<file path="src/rtl/pipeline_stall_controller.sv">
// pipeline_stall_controller: central stall/flush sequencer for the 5-stage MIPS32 pipeline.
// Combines hazard-unit hold/flush requests, MDU occupancy and the data-memory
// ready handshake into per-stage register enables and flushes.
// Optional feature macro: STALL_PERF_CNT_EN (stall/flush statistics counters).
module pipeline_stall_controller #(
    parameter int unsigned MDU_LATENCY = 32,
    parameter int unsigned CNT_W       = 6
) (
    input  logic        clk,
    input  logic        rst,
    input  logic        hold_in,
    input  logic        branch_flush_in,
    input  logic        mdu_start,
    input  logic        mem_req,
    input  logic        mem_ready,
    output logic        pc_en,
    output logic        ifid_en,
    output logic        ifid_flush,
    output logic        idex_en,
    output logic        idex_flush,
    output logic        exmem_en,
    output logic        exmem_flush,
    output logic        memwb_en,
    output logic        mdu_busy,
    output logic        mdu_done,
    output logic [31:0] stall_cnt,
    output logic [31:0] flush_cnt
);

    typedef enum logic [1:0] {
        RUN      = 2'd0,
        MDU_BUSY = 2'd1,
        MEM_WAIT = 2'd2
    } state_t;

    state_t           state;
    state_t           state_nxt;
    logic [CNT_W-1:0] cnt;
    logic [CNT_W-1:0] cnt_nxt;
    // Set on the MDU result cycle; masks the still-asserted mdu_start of the
    // same instruction until it has actually left EX, so each mult/div gets
    // exactly one busy episode.
    logic             mdu_retire;
    logic             mdu_retire_nxt;
    logic             mem_stall;
    logic             run_eval;

    assign mem_stall = mem_req && !mem_ready;

    // State, countdown and retire-flag registers.
    always_ff @(posedge clk) begin
        if (rst) begin
            state      <= RUN;
            cnt        <= '0;
            mdu_retire <= 1'b0;
        end else begin
            state      <= state_nxt;
            cnt        <= cnt_nxt;
            mdu_retire <= mdu_retire_nxt;
        end
    end

    // Next-state and enable/flush decode.
    always_comb begin
        state_nxt      = state;
        cnt_nxt        = cnt;
        mdu_retire_nxt = mdu_retire;
        run_eval       = 1'b0;
        pc_en          = 1'b0;
        ifid_en        = 1'b0;
        ifid_flush     = 1'b0;
        idex_en        = 1'b0;
        idex_flush     = 1'b0;
        exmem_en       = 1'b0;
        exmem_flush    = 1'b0;
        memwb_en       = 1'b0;
        mdu_busy       = 1'b0;
        mdu_done       = 1'b0;

        case (state)
            RUN: begin
                run_eval = 1'b1;
            end
            MDU_BUSY: begin
                // Front end frozen; older instructions keep draining unless memory stalls.
                mdu_busy    = 1'b1;
                exmem_flush = 1'b1;
                memwb_en    = !mem_stall;
                if (cnt == '0) begin
                    mdu_done       = 1'b1;
                    exmem_flush    = 1'b0;
                    exmem_en       = 1'b1;
                    mdu_retire_nxt = 1'b1;
                    state_nxt      = mem_stall ? MEM_WAIT : RUN;
                end else begin
                    cnt_nxt = cnt - CNT_W'(1);
                end
            end
            MEM_WAIT: begin
                // Release cycle behaves exactly like RUN with no memory stall.
                if (mem_ready) begin
                    run_eval = 1'b1;
                end
            end
            default: begin
                state_nxt = RUN;
            end
        endcase

        if (run_eval) begin
            if (mem_stall) begin
                state_nxt = MEM_WAIT;
            end else begin
                state_nxt      = RUN;
                mdu_retire_nxt = 1'b0;
                if (mdu_start && !mdu_retire) begin
                    exmem_flush = 1'b1;
                    memwb_en    = 1'b1;
                    cnt_nxt     = CNT_W'(MDU_LATENCY - 1);
                    state_nxt   = MDU_BUSY;
                end else if (hold_in) begin
                    idex_flush = 1'b1;
                    exmem_en   = 1'b1;
                    memwb_en   = 1'b1;
                end else begin
                    pc_en      = 1'b1;
                    ifid_en    = 1'b1;
                    ifid_flush = branch_flush_in;
                    idex_en    = 1'b1;
                    exmem_en   = 1'b1;
                    memwb_en   = 1'b1;
                end
            end
        end

        // Reset quiesces every pipeline register for the cycle it is held.
        if (rst) begin
            pc_en       = 1'b0;
            ifid_en     = 1'b0;
            ifid_flush  = 1'b0;
            idex_en     = 1'b0;
            idex_flush  = 1'b0;
            exmem_en    = 1'b0;
            exmem_flush = 1'b0;
            memwb_en    = 1'b0;
            mdu_busy    = 1'b0;
            mdu_done    = 1'b0;
        end
    end

`ifdef STALL_PERF_CNT_EN
    logic [31:0] stall_q;
    logic [31:0] flush_q;

    // Saturating stall-cycle and branch-flush statistics.
    always_ff @(posedge clk) begin
        if (rst) begin
            stall_q <= '0;
            flush_q <= '0;
        end else begin
            if (!pc_en && (stall_q != 32'hFFFF_FFFF)) begin
                stall_q <= stall_q + 32'd1;
            end
            if (ifid_flush && (flush_q != 32'hFFFF_FFFF)) begin
                flush_q <= flush_q + 32'd1;
            end
        end
    end

    assign stall_cnt = stall_q;
    assign flush_cnt = flush_q;
`else
    assign stall_cnt = '0;
    assign flush_cnt = '0;
`endif

endmodule
</file>
<file path="config.mk">
export PLATFORM = sky130hd
export DESIGN_NAME = pipeline_stall_controller
export DESIGN_NICKNAME = d
export VERILOG_FILES = /design/src/rtl/pipeline_stall_controller.sv
export SDC_FILE = /design/constraint.sdc
export NUM_CORES = 1
export LEC_CHECK = 0
export BUFFER_PORTS_ARGS = -buffer_cell sky130_fd_sc_hd__buf_2
export CAP_MARGIN = 5
export CORE_ASPECT_RATIO = 1.4
export CORE_MARGIN = 3
export CORE_UTILIZATION = 39
export CTS_CLUSTER_DIAMETER = 40
export DETAILED_ROUTE_END_ITERATION = 7
export PLACE_DENSITY_LB_ADDON = 0.15
export SYNTH_ARGS = -nofsm -noshare
export SYNTH_HDL_FRONTEND = slang
export SYNTH_SLANG_ARGS = --single-unit
</file>
<file path="constraint.sdc">
create_clock -name clk -period 2.05 [get_ports clk]
set_input_delay 0.3075 -clock clk [delete_from_list [all_inputs] [get_ports clk]]
set_output_delay 0.3075 -clock clk [all_outputs]
set_load 0.01 [all_outputs]
</file>
### Yosys cells after proc, flatten, opt, wreduce, memory -nomap -nowiden

Cells that the tools add are included.

* add/subtract/negate cells: 1
* equal/unequal tests: 4
* multiplexer cells: 51
* reduce and logical (&&, ||, !) cells: 9

Operators with widths (count)
* 1-bit two-way mux: 40
* 6-bit two-way mux: 5
* 2-bit two-way mux: 4
* 6-bit logical NOT: 1
* 6-bit by 1-bit subtractor with 6-bit output, second input constant: 1
* 2-bit one-hot mux with 2 select lines: 1
* 1-bit logical NOT: 3
* 3-bit != test, second input constant: 1
* 2-bit by 1-bit == test with 1-bit output, second input constant: 1
* 2-bit == test, second input constant: 1
* 1-bit logical AND: 2
* 2-bit logical NOT: 1
* 2-bit by 1-bit != test with 1-bit output, second input constant: 1
* 1-bit one-hot mux with 2 select lines: 1
* 2-bit AND reduction: 1
* 2-bit OR reduction: 1

* bits in registers: 9
* output and inout port bits: 74
* logic and storage cells: 68

### Logic depth before layout (Yosys ltp)

* depth after elaboration: 7
* gate-level depth with buffers: 6

### Least setup slack after synthesis

OpenSTA, ideal clock, no wires.

* path kind: flip-flop to output port
* start: register state[1]
* end: output port ifid_flush
* arrival: 1.357 ns
* required time: 1.742 ns
* slack: 0.386 ns
* cell stages (with the launch flop): 5
* path buffers: 0
* cell sequence: dfxtp_1 -> o21bai_1 -> nand3_1 -> nor3_1 -> and2_1

* cells in the longest elaborated chain, start to end: 4
* elaborated cells on any way between the ends: 5

Ends and longest elaborated chain
* from (decl): line 36 `state_t state;`
* from (signal assigned): line 57 `state <= state_nxt;`
* 2-bit == test / 2-bit logical NOT (equally long branches): line 80 `case (state)`
* 1-bit one-hot mux with 2 select lines (*): line 80
* 1-bit two-way mux (*): line 110 `if (run_eval) begin`
* 1-bit two-way mux (*): line 137 `if (rst) begin`
* to (decl): line 18 `output logic ifid_flush,`

Mark *: on every way between the ends. The rest lies on a longest branch, timed or not.

### Worst setup path after layout

* start: register cnt[0]
* end: output port exmem_flush

* cells in the longest elaborated chain, start to end: 7

Ends and longest elaborated chain
* from (decl): line 38 `logic [CNT_W-1:0] cnt;`
* from (signal assigned): line 58 `cnt <= cnt_nxt;`
* 6-bit logical NOT (*): line 89 `if (cnt == '0) begin`
* 1-bit two-way mux (*): line 89
* 1-bit two-way mux (*): line 80
* 1-bit two-way mux: line 116 `if (mdu_start && !mdu_retire) begin`
* 1-bit two-way mux: line 111 `if (mem_stall) begin`
* 1-bit two-way mux (*): line 110
* 1-bit two-way mux (*): line 137
* to (decl): line 22 `output logic exmem_flush,`

Marks and branches as above.

==> results.json <==
{
  "fin_worst_skew_ns": 0.000831,
  "post_drt_via_cell_ratio": 3.71,
  "die_area_um2": 3280,
  "synth-main-ff-cell": "dfxtp_1",
  "regArea_um2": 180,
  "cts.reportedPaths.clkPinSlew_ns": 0.06,
  "wl_per_cell_um": 8.81,
  "seq_area_frac_synth_pct": 17.6,
  "route.detailed.drc": 0,
  "setup_tns_ns": 0,
  "layout-drive-gt1-share_pct": 19.2,
  "crit_path_start_kind": "flip-flop",
  "gp_congestion": 0.688,
  "place.detailed.hpwl_mm": 1.33,
  "required_ns": 1.74,
  "clk_latency_ns": 0.26,
  "ir_drop_v": 0.000243,
  "synthTopCellsByArea": "buf_4 (48%), dfxtp_1 (18%), a21oi_1 (4.4%), ha_1 (2.4%), nor3_1 (2.0%)",
  "synth_area_leader_cell": "buf_4",
  "grt_pass1_vias": 482,
  "fin_nets": 156,
  "antenna_found_initial": 0,
  "min_from": "rst",
  "setup-violations-final": 0,
  "stdcell_area_um2": 930,
  "core_area_um2": 2440,
  "dr.pass1.iters": 2,
  "vias": 668,
  "cts_tree": "done",
  "chipWidth_um": 49.3,
  "synth.cell_area_um2": 1020,
  "ctsHtreeMaxLevel": 1,
  "clock-root-buffer": "clkbuf_4",
  "hold_path.class": "in2reg",
  "clock-sinks": 9,
  "drv_slew": 0,
  "status": "finished, final reports clean",
  "critPathBufInv": 2,
  "crit_start": "cnt[0]",
  "synth-async-reset-ratio_pct": 0,
  "wirelength_mm": 1.59,
  "grt_pass1_wl_mm": 2.24,
  "fillers": 262,
  "multi_input_area_um2": 574,
  "worst_setup_path_end_kind": "output pin",
  "rows": 21,
  "path_cells": "inv_1 -> ha_1 -> and2b_2 -> nand2_2 -> nand2_1 -> a21oi_2 -> buf_2",
  "worstPathMaxFanout": 5,
  "max_stage_delay_ns": 0.37,
  "yosys_warnings": 0,
  "grt_usage_pct": 9.03,
  "clock_path_buffers": 2,
  "min_period_ns": 1.90,
  "gr-total-overflow": 0,
  "cts_buffers": 3,
  "rsz0062_at_grt": "false",
  "crit_path_top_delay_cell": "dfxtp_1",
  "drt_iter0_markers": 1,
  "power_density_nw_per_um2": 610,
  "synth.distinct_cells": 30,
  "timing.final.crit_share_pct": 92.7,
  "floorplan.initialDensity_pct": 41.9,
  "synth_top_cell_area_share_pct": 48.4,
  "path_delay_family": "simple AND/OR/NAND/NOR gates",
  "clock.fmax_mhz": 526,
  "worstPathArrival_ns": 1.59,
  "layout_setup_ws_ns": 0.149,
  "ioPinCount": 81,
  "rr_startpoint": "cnt[0]",
  "numPortBuffers": 16,
  "ant_nets": 0,
  "grt_max_degree": 17,
  "hold_viol_final": 0,
  "chipHeight_um": 66.6,
  "pre_cts_slack_ns": 0.319,
  "synth_edf_count": 0,
  "syn_area_per_cell_um2": 7.93,
  "layout-area-overhead-vs-synth_pct": -9.17,
  "ys_seq_elements": 9,
  "dpl_cell_area_um2": 891,
  "critPathKind": "reg2out",
  "holdWs_ns": 0.398,
  "syn_inst": 129,
  "diodes": 0,
  "cellLeakagePower_nw": 0.492,
  "drv_cap": 0
}
==> layout by cell type, fill, tap and decap left out <==
cell type	instances
nor2b_1	1
nor4_1	1
and2_1	1
a221oi_1	1
mux2i_1	1
a211oi_1	1
conb_1	64
a21oi_2	3
o22ai_1	1
nand2_1	1
nor2_1	3
ha_1	2
nand3_1	2
o21a_1	1
xnor2_1	2
nor3b_1	2
nand3b_1	1
nor3_1	3
nand2_2	1
buf_2	16
nand4_1	2
dfxtp_1	9
nand2b_1	3
o21bai_1	1
a21oi_1	8
clkbuf_4	3
clkbuf_1	1
and2b_2	1
buf_4	1
nor3_4	1
inv_1	5
nor3_2	1
xor2_1	1
mux2_4	1
==> kinds of logic after synthesis <==
kind of cell	count (synthesis)	share of synthesized area (%)
buffers and inverters	72	50.6
AND/OR/NAND/NOR	24	14.2
AO/OA/AOI/OAI	16	9.78
flip-flops	9	17.6
XOR/XNOR	3	2.57
adder cells (fa/ha/maj)	2	2.44
multiplexers	2	2.44
other	1	0.366
==> registers in the layout, summed over array words and instances, names as in the netlist <==
register	flops
state	2
cnt	6
mdu_retire	1
==> where the power goes <==
| part | internal (W) | total (W) | switching [W] |
|---|---|---|---|
| clock | 0.0000752 | 0.000140 | 0.0000649 |
| combinational | 0.0000704 | 0.000210 | 0.000140 |
| sequential | 0.000194 | 0.000217 | 0.0000225 |
==> metal layers <==
metal  vias up  wire [um]  part of all wire (%)  global-route usage [%]
met1       297        570                    36                    9.63
met3         4        215                    14                    4.03
li1        324          -                     -                       -
met5         -          0                     0                       0
met4         0         19                   1.2                    5.34
met2        43        780                    49                    14.6
==> worst paths after layout <==
kind,endpoint,slack (ns),cells after the start
max,exmem_flush,0.15,7
min,cnt[1],0.40,2
max reg2reg,cnt[1],0.47,6
min reg2reg,mdu_retire,0.49,2
==> stage by stage <==
step                total power, W  utilization [%]  std cells
floorplan                 0.000471                -        192
global placement          0.000421             36.5        176
detailed placement        0.000422             36.5        176
CTS                       0.000568             37.5        180
global route              0.000613             38.0        180
finish                    0.000567             38.0        180
==> final cells by class <==
class,instances,share of cell area [%]
Multi-Input combinational cell,111,61.8
Sequential cell,9,19.4
Timing Repair Buffer,17,9.42
Inverter,5,2.02
Tap cell,34,4.58
Clock buffer,4,2.83
==> timing repair <==
action,4_1_cts,5_1_grt
hold buffers,0,0
resized for setup,0,4
setup endpoints to repair,0,2
setup buffers,0,0
==> Yosys cell counts (2+ instances only) <==
cell type	number
nand4_1	2
a21oi_2	2
nand3_1	2
inv_1	5
buf_4	66
nor3b_1	2
dfxtp_1	9
a21oi_1	9
nand2_1	2
nand2b_1	3
ha_1	2
nor3_1	4
nor2_1	3
xnor2_1	2
Power figures use the tool's default switching activity.
